File: src/rtl/ooo_pkg.sv
// Shared out-of-order core types: ROB tag/data widths and the CDB broadcast bundle.
package ooo_pkg;

  localparam int unsigned ROB_ADDR_WIDTH = 4;
  localparam int unsigned DATA_WIDTH     = 32;

  typedef struct packed {
    logic                      valid;
    logic [ROB_ADDR_WIDTH-1:0] tag;
    logic [DATA_WIDTH-1:0]     data;
  } cdb_bus_t;

endpackage

File: src/rtl/cdb_arbiter_if.sv
// Producer-side valid/ready results and the registered CDB broadcast of cdb_arbiter.
interface cdb_arbiter_if #(
  parameter int unsigned NUM_SRC      = 4,
  parameter int unsigned SRC_ID_WIDTH = $clog2(NUM_SRC)
) ();

  logic [NUM_SRC-1:0]                              src_valid;
  logic [NUM_SRC-1:0]                              src_ready;
  logic [NUM_SRC-1:0][ooo_pkg::ROB_ADDR_WIDTH-1:0] src_tag;
  logic [NUM_SRC-1:0][ooo_pkg::DATA_WIDTH-1:0]     src_data;
  logic                                            cdb_valid;
  logic [ooo_pkg::ROB_ADDR_WIDTH-1:0]              cdb_tag;
  logic [ooo_pkg::DATA_WIDTH-1:0]                  cdb_data;
  logic [SRC_ID_WIDTH-1:0]                         cdb_src_id;

  modport master (
    output src_valid, src_tag, src_data,
    input  src_ready, cdb_valid, cdb_tag, cdb_data, cdb_src_id
  );

  modport slave (
    input  src_valid, src_tag, src_data,
    output src_ready, cdb_valid, cdb_tag, cdb_data, cdb_src_id
  );

endinterface

File: src/rtl/rr_arbiter.sv
// Combinational round-robin arbiter: first requester at or after ptr wins, wrapping modulo N.
module rr_arbiter #(
  parameter int unsigned N     = 4,
  parameter int unsigned IDX_W = $clog2(N)
) (
  input  logic [N-1:0]     req,
  input  logic [IDX_W-1:0] ptr,
  output logic [N-1:0]     grant,
  output logic [IDX_W-1:0] grant_idx,
  output logic             any_grant
);

  int unsigned idx;

  always_comb begin
    grant     = '0;
    grant_idx = '0;
    any_grant = 1'b0;
    idx       = 0;
    for (int unsigned off = 0; off < N; off++) begin
      // ptr is always < N, so one conditional subtract implements the wrap.
      idx = 32'(ptr) + off;
      if (idx >= N) begin
        idx = idx - N;
      end
      if (!any_grant && req[idx]) begin
        grant[idx] = 1'b1;
        grant_idx  = IDX_W'(idx);
        any_grant  = 1'b1;
      end
    end
  end

endmodule

File: src/rtl/cdb_arbiter.sv
// Common Data Bus arbiter: per-unit 1-entry result slots, round-robin pick, registered CDB.
module cdb_arbiter import ooo_pkg::*; #(
  parameter int unsigned NUM_SRC      = 4,
  parameter int unsigned SRC_ID_WIDTH = $clog2(NUM_SRC)
) (
  input logic           clock,
  input logic           reset,
  input logic           flush,
  cdb_arbiter_if.slave  bus
);

  logic [NUM_SRC-1:0]                     slot_v_q, slot_v_d;
  logic [NUM_SRC-1:0][ROB_ADDR_WIDTH-1:0] slot_tag_q, slot_tag_d;
  logic [NUM_SRC-1:0][DATA_WIDTH-1:0]     slot_data_q, slot_data_d;
  logic [SRC_ID_WIDTH-1:0]                rr_ptr_q, rr_ptr_d;
  cdb_bus_t                               cdb_q, cdb_d;
  logic [SRC_ID_WIDTH-1:0]                cdb_src_id_q, cdb_src_id_d;

  logic [NUM_SRC-1:0]      grant;
  logic [SRC_ID_WIDTH-1:0] grant_idx;
  logic                    any_grant;
  logic [NUM_SRC-1:0]      src_ready;
  logic [NUM_SRC-1:0]      accept;

  rr_arbiter #(
    .N     (NUM_SRC),
    .IDX_W (SRC_ID_WIDTH)
  ) u_rr_arbiter (
    .req       (slot_v_q),
    .ptr       (rr_ptr_q),
    .grant     (grant),
    .grant_idx (grant_idx),
    .any_grant (any_grant)
  );

  // A granted slot empties this edge, so it may be refilled without a bubble.
  assign src_ready = {NUM_SRC{!reset && !flush}} & (~slot_v_q | grant);
  assign accept    = bus.src_valid & src_ready;

  always_comb begin
    slot_v_d     = slot_v_q;
    slot_tag_d   = slot_tag_q;
    slot_data_d  = slot_data_q;
    rr_ptr_d     = rr_ptr_q;
    cdb_d        = cdb_q;
    cdb_src_id_d = cdb_src_id_q;
    cdb_d.valid  = 1'b0;

    for (int unsigned i = 0; i < NUM_SRC; i++) begin
      if (accept[i]) begin
        slot_v_d[i]    = 1'b1;
        slot_tag_d[i]  = bus.src_tag[i];
        slot_data_d[i] = bus.src_data[i];
      end else if (grant[i]) begin
        slot_v_d[i] = 1'b0;
      end
    end

    if (any_grant) begin
      rr_ptr_d     = (grant_idx == SRC_ID_WIDTH'(NUM_SRC - 1)) ? '0 : grant_idx + 1'b1;
      cdb_d.valid  = 1'b1;
      cdb_d.tag    = slot_tag_q[grant_idx];
      cdb_d.data   = slot_data_q[grant_idx];
      cdb_src_id_d = grant_idx;
    end

    // Squash drops every held result and the pending broadcast; the pointer keeps its place.
    if (flush) begin
      slot_v_d     = '0;
      rr_ptr_d     = rr_ptr_q;
      cdb_d        = cdb_q;
      cdb_d.valid  = 1'b0;
      cdb_src_id_d = cdb_src_id_q;
    end
  end

  always_ff @(posedge clock) begin
    if (reset) begin
      slot_v_q     <= '0;
      slot_tag_q   <= '0;
      slot_data_q  <= '0;
      rr_ptr_q     <= '0;
      cdb_q        <= '0;
      cdb_src_id_q <= '0;
    end else begin
      slot_v_q     <= slot_v_d;
      slot_tag_q   <= slot_tag_d;
      slot_data_q  <= slot_data_d;
      rr_ptr_q     <= rr_ptr_d;
      cdb_q        <= cdb_d;
      cdb_src_id_q <= cdb_src_id_d;
    end
  end

  assign bus.src_ready  = src_ready;
  assign bus.cdb_valid  = cdb_q.valid;
  assign bus.cdb_tag    = cdb_q.tag;
  assign bus.cdb_data   = cdb_q.data;
  assign bus.cdb_src_id = cdb_src_id_q;

endmodule

File: src/flat_wrapper.sv
// flat-port wrapper written by rule: the top's interface ports become plain ports
module cdb_arbiter_flat import ooo_pkg::*;
#(
  parameter int unsigned NUM_SRC      = 4,
  parameter int unsigned SRC_ID_WIDTH = $clog2(NUM_SRC)
)
  (clock, reset, flush, bus_src_valid, bus_src_tag, bus_src_data, bus_src_ready, bus_cdb_valid, bus_cdb_tag, bus_cdb_data, bus_cdb_src_id);
  cdb_arbiter_if #(.NUM_SRC(NUM_SRC), .SRC_ID_WIDTH(SRC_ID_WIDTH)) bus_i ();
  input logic clock;
  input logic reset;
  input logic flush;
  input wire logic [$bits(bus_i.src_valid)-1:0] bus_src_valid;
  input wire logic [$bits(bus_i.src_tag)-1:0] bus_src_tag;
  input wire logic [$bits(bus_i.src_data)-1:0] bus_src_data;
  output wire logic [$bits(bus_i.src_ready)-1:0] bus_src_ready;
  output wire logic [$bits(bus_i.cdb_valid)-1:0] bus_cdb_valid;
  output wire logic [$bits(bus_i.cdb_tag)-1:0] bus_cdb_tag;
  output wire logic [$bits(bus_i.cdb_data)-1:0] bus_cdb_data;
  output wire logic [$bits(bus_i.cdb_src_id)-1:0] bus_cdb_src_id;
  assign bus_i.src_valid = bus_src_valid;
  assign bus_i.src_tag = bus_src_tag;
  assign bus_i.src_data = bus_src_data;
  assign bus_src_ready = bus_i.src_ready;
  assign bus_cdb_valid = bus_i.cdb_valid;
  assign bus_cdb_tag = bus_i.cdb_tag;
  assign bus_cdb_data = bus_i.cdb_data;
  assign bus_cdb_src_id = bus_i.cdb_src_id;
  cdb_arbiter #(.NUM_SRC(NUM_SRC), .SRC_ID_WIDTH(SRC_ID_WIDTH)) u_core (.clock(clock), .reset(reset), .flush(flush), .bus(bus_i));
endmodule
File: config.mk
export PLATFORM = sky130hd
export DESIGN_NAME = cdb_arbiter_flat
export DESIGN_NICKNAME = d
export VERILOG_FILES = /design/src/rtl/ooo_pkg.sv /design/src/rtl/cdb_arbiter_if.sv /design/src/rtl/rr_arbiter.sv /design/src/rtl/cdb_arbiter.sv /design/src/flat_wrapper.sv
export SDC_FILE = /design/constraint.sdc
export NUM_CORES = 1
export LEC_CHECK = 0
export CORE_MARGIN = 2
export CORE_UTILIZATION = 51
export CTS_BUF_LIST = sky130_fd_sc_hd__clkbuf_16
export CTS_CLUSTER_DIAMETER = 50
export CTS_CLUSTER_SIZE = 12
export DETAILED_ROUTE_END_ITERATION = 7
export GPL_TIMING_DRIVEN = 0
export PLACE_DENSITY = 0.88
export SLEW_MARGIN = 20
export SYNTH_ARGS = -nofsm -noshare
export SYNTH_HDL_FRONTEND = slang
export SYNTH_SLANG_ARGS = --single-unit
File: constraint.sdc
create_clock -name clock -period 3.88 [get_ports clock]
set_clock_uncertainty 0.15 [all_clocks]
set_input_delay 0.776 -clock clock [delete_from_list [all_inputs] [get_ports clock]]
set_output_delay 0.776 -clock clock [all_outputs]
set_load 0.05 [all_outputs]
Yosys cells after proc, flatten, opt, wreduce, memory -nomap -nowiden
Index checks and enable logic that the tools add are counted.

cells by class
  $add $sub $neg = 8
  multiplexer cells = 46
  magnitude comparators = 13
  bitwise gates (word level) = 8
  reductions and logical operators = 19
  eq/ne operators = 1

operators with widths
  kind                   count
  $mux W32               5
  $ge A32 B1 Y1 const B  4
  $lt A32 B3 Y1 const B  4
  $bmux W32 S2           1
  $mux W37               1
  $mux W1                20
  $mux W4                5
  $or A4 B4 Y4           4
  $sub A3 B3 Y4 const B  3
  $mux W2                5
  $ge A3 B3 Y1 const B   3
  $and A4 B4 Y4          2
  $bmux W1 S2            4
  $bmux W4 S2            1
  $demux W1 S2           4
  $logic_and A1 B1 Y1    8
  $reduce_bool A2 Y1     4
  $add A2 B2 Y3 const B  2
  $logic_not A1 Y1       5
  $not A4 Y4             1
  $sub A2 B3 Y4 const B  1
  $add A2 B1 Y3 const B  1
  $ge A2 B3 Y1 const B   1
  $lt A2 B3 Y1 const B   1
  other kinds (5)        5

storage, ports and cells
  logic and storage cells = 112
  input bits = 151
  register bits after elaboration = 189

Longest topological paths before layout
  depth in word-level cells = 18
  gate-level depth with buffers = 13
  gate-level depth less buffers = 8

Cells and area by module
From an unflattened synthesis, not the netlist that was laid out.

second synthesis, totals
  cells, all modules = 980
  area, all modules = 8962.3 um^2

modules (own cells, without submodules)
  module       times used  cells an instance  seq. area each (um^2)  area an instance (um^2)
  cdb_arbiter  1           932                3783.6                 8503.2
  rr_arbiter   1           48                 0.0                    459.2

Worst setup path after synthesis
No wires, ideal clock.

  path type = flip-flop to output port
  from = reg u_core.rr_ptr_q[0]
  to = out bus_src_ready[0]
  stages on the path, launching flop included = 11
  required time = 2.954 ns
  data arrival time = 3.113 ns
  setup slack = -0.159 ns
  cell sequence = dfxtp_1 -> buf_6 -> buf_6 -> inv_1 -> ha_1 -> clkbuf_1 -> mux4_2 -> nor2b_4 -> a221oi_1 -> and3_2 -> nor3_1

between the ends
  cells in the longest elaborated chain, start to end = 16
  elaborated cells on any way between the ends = 61
  those cells by class = add/sub: 7; order compare: 12; mux: 27; bitwise: 5; reduce/logical: 10

ends and longest elaborated chain
  what                                                                    RTL line            source
  start, declared                                                         cdb_arbiter.sv:15   logic [SRC_ID_WIDTH-1:0] rr_ptr_q, rr_ptr_d;
  start signal, assigned                                                  cdb_arbiter.sv:89   rr_ptr_q <= rr_ptr_d;
  parallel branches: the longest is 13 deep, another holds $ge A32 B1 Y1  -
  $mux W4 (*)                                                             rr_arbiter.sv:26    if (!any_grant && req[idx]) begin
  $or A4 B4 Y4 (*)                                                        cdb_arbiter.sv:37   assign src_ready = {NUM_SRC{!reset && !flush}} & (~slot_v_q | grant);
  $and A4 B4 Y4 (*)                                                       cdb_arbiter.sv:37
  end, declared                                                           flat_wrapper.sv:15  output wire logic [$bits(bus_i.src_ready)-1:0] bus_src_ready;

Mark *: on every way between the ends. The select of a mux whose other input is x is not followed.

Worst setup path after layout
  from = reg u_core.rr_ptr_q[0]
  to = out bus_src_ready[1]

Same word-level chain as after synthesis.

==> results.txt <==
status: completed
post-synth design cell area: 8520 sq um
P_leak: 4.11 nW
Placer Congestion: 0.889
count of pins over their slew limit: 0
crit path cell chain: buf_6 > buf_6 > clkinvlp_4 > ha_4 > mux4_2 > nor2b_4 > a221oi_2 > and3_4 > nor3_2 > buf_4
Distinct cells, synth: 50
CTS clock-pin slew for the worst setup and hold paths: 0.07 ns
Final Hold Viols: 0
via density per instance: 5.46
FILL cells: 1262
clock root buffer: clkbuf_16
Mapped Avg Cell Area: 9.90 sq um
Min Hold Slack: 0.332 ns
max-cap violations: 0
Most common cell on crit path: buf_6
Worst setup EP type: output pin
initial antenna violation count: 0
worst-path cell with the longest stage delay: dfxtp_4
row count: 47
Min-Delay Path Depth: 2
drt total wl: 23400 um
Layout Utilization: 69.4%
hold_sp: u_core.bus.cdb_data[22]
layout cells sized above 1: 9.26%
Critical Path RT: 2.95 ns
slowest stage delay, CP: 0.39 ns
worst r2r src: u_core.rr_ptr_q[0]
number of global-route vias before repair: 7133
Pwr Density: 391 nW/um^2
Post-route DRC: 0
yosys warns: 0
sequential area share after synthesis: 44.4%
Crit. Startpoint: u_core.rr_ptr_q[0]
GRT busiest layer: met2
most used flip-flop cell after synthesis: dfxtp_1
area grow syn2layout: 34.0%
Sink Count: 189
design area: 11400 sq um
Peak supply drop: 0.313 mV
Worst Max-Slew Pin Slew: 1.02 ns
Die ar.: 17800 sq um
critical path arrival: 2.89 ns
most frequent cells in the layout: clkdlybuf4s50_1 (188), dfxtp_1 (188), mux2i_1 (182)
pin count of the biggest net entering global routing: 17
WS Path Type: flop to output pin
CTS H-tree depth: 4
fmax: 0.262 GHz
Core Box Area: 16500 sq um
worst reg2reg path depth: 11
CP Launch Type: flop
GR Overflow Total: 0
CTS tree: yes
ANT cells: 0
final setup violation count: 0
clock period minus worst slack: 3.81 ns
cts hold-fix bufs: 0
r2r setup slk: 0.49 ns
first-pass GRT wire length: 36900 um
die height: 133 um
#FFs+latches synth: 189
Layout Nets: 1237
Critical Path Fanout Max: 10
Detailed Place HPWL: 17000 um
final setup TNS: 0 ns
Syn Inst Count: 861
Final period util: 98.3%
hold crit path type: flop to flop
Num CTS Buffers: 17
number of flops mapped to enable cells by yosys: 0
IO Port Bufs: 192
met2 Track Usage GR: 43.1%
DR vias: 7156
grt met1 use: 34.1%
relative slew slack: 32.0%
Max Root-Sink Buffers: 2
insertion delay to the later sink of the worst-skew pair: 0.43 ns
asr flop ratio synth: 0%
num ports: 194
die width: 133 um
initial DRC count: 463
met3 usage: 4.45%
drt first pass iters: 5
number of nets with antenna violations after routing: 0
syn nets: 1020
Starting Density: 51.8%
Total GRT Usage: 26.4%
Routed wire per std cell: 17.9 um
Placed Area: 10700 sq um
-- path summary, 6_finish.rpt --
kind                                                end
worst max-delay path                   bus_src_ready[1]
worst min-delay path            u_core.bus.cdb_data[22]
worst max register to register  u_core.bus.cdb_data[30]
worst min register to register  u_core.bus.cdb_data[22]
-- per-stage QoR --
step | instances | power, mW | setup slack [ns]
detailed placement | 1273 | 2.76 | -0.560
global route | 1311 | 4.62 | -0.0436
CTS | 1305 | 4.47 | 0.0214
floorplan | 861 | 2.47 | 0.273
finish | 1311 | 4.47 | 0.0668
global placement | 1273 | 2.75 | -0.558
-- Yosys cell counts, types with 10 or more instances --
cell type	n	area share [%]
nand2_1	41	1.8
buf_12	12	2.8
buf_2	10	0.59
o211ai_1	36	3.2
mux2i_1	182	21
clkbuf_1	32	1.4
nor2_1	153	6.7
o21ai_1	37	2.2
buf_6	10	1.3
dfxtp_1	189	44
and3_1	36	2.6
a21boi_0	36	3.2
-- final cells by class --
| type | instances | area (sq um) | share of cell area (%) |
|---|---|---|---|
| Clock buffer | 17 | 425 | 3.72 |
| Inverter | 7 | 30.0 | 0.263 |
| Clock inverter | 15 | 148 | 1.29 |
| Sequential cell | 189 | 3790 | 33.2 |
| Multi-Input combinational cell | 597 | 4240 | 37.2 |
| Buffer | 67 | 547 | 4.79 |
| Timing Repair Buffer | 199 | 1960 | 17.2 |
| Tap cell | 220 | 275 | 2.41 |
-- worst max-delay path, delay by kind of cell, from the launching register on --
family	cells	cell delay [ns]
mux	1	0.30
flops	1	0.39
fa+ha+maj	1	0.32
buf+inv	4	0.68
simple gates	3	0.47
compound gates	1	0.30
-- layer usage --
metal	share of wire (%)	wire (um)
met1	43	10200
met3	6.0	1400
met2	47	11000
met5	0	0
met4	3.8	891
-- cell families (layout without fill, tap and decap cells) --
group                      Yosys count  count (layout)  synth area share (%)
AOI/OAI and AO/OA                  141             141                  11.4
xor gates and xnor gates             2               2                 0.206
adders and majority gates            8               8                  1.17
buffers and inverters               75             305                  6.74
DFF                                189             189                  44.4
muxes                              186             186                  22.5
and+or+nand+nor                    260             260                  13.6
-- report_power, final --
| part | leakage, nW | internal (mW) | switching (mW) |
|---|---|---|---|
| Sequential | 1.53 | 2.00 | 0.0356 |
| Combinational | 2.29 | 0.351 | 0.360 |
| Clock | 0.286 | 0.950 | 0.773 |
-- state kept, by name, summed over array words and instances, names as in the netlist --
name                   count
u_core.bus.cdb_tag         4
u_core.slot_data_q       128
u_core.bus.cdb_valid       1
u_core.bus.cdb_src_id      2
u_core.bus.cdb_data       32
u_core.slot_v_q            4
u_core.slot_tag_q         16
u_core.rr_ptr_q            2
-- repair_timing --
action	4_1_cts	5_1_grt
gates cloned	0	0
setup buffers	1	6
resized for setup	30	10
endpoints found under the setup margin	4	4
pin swaps	1	4
No activity file was read; power rests on OpenSTA's default activity.
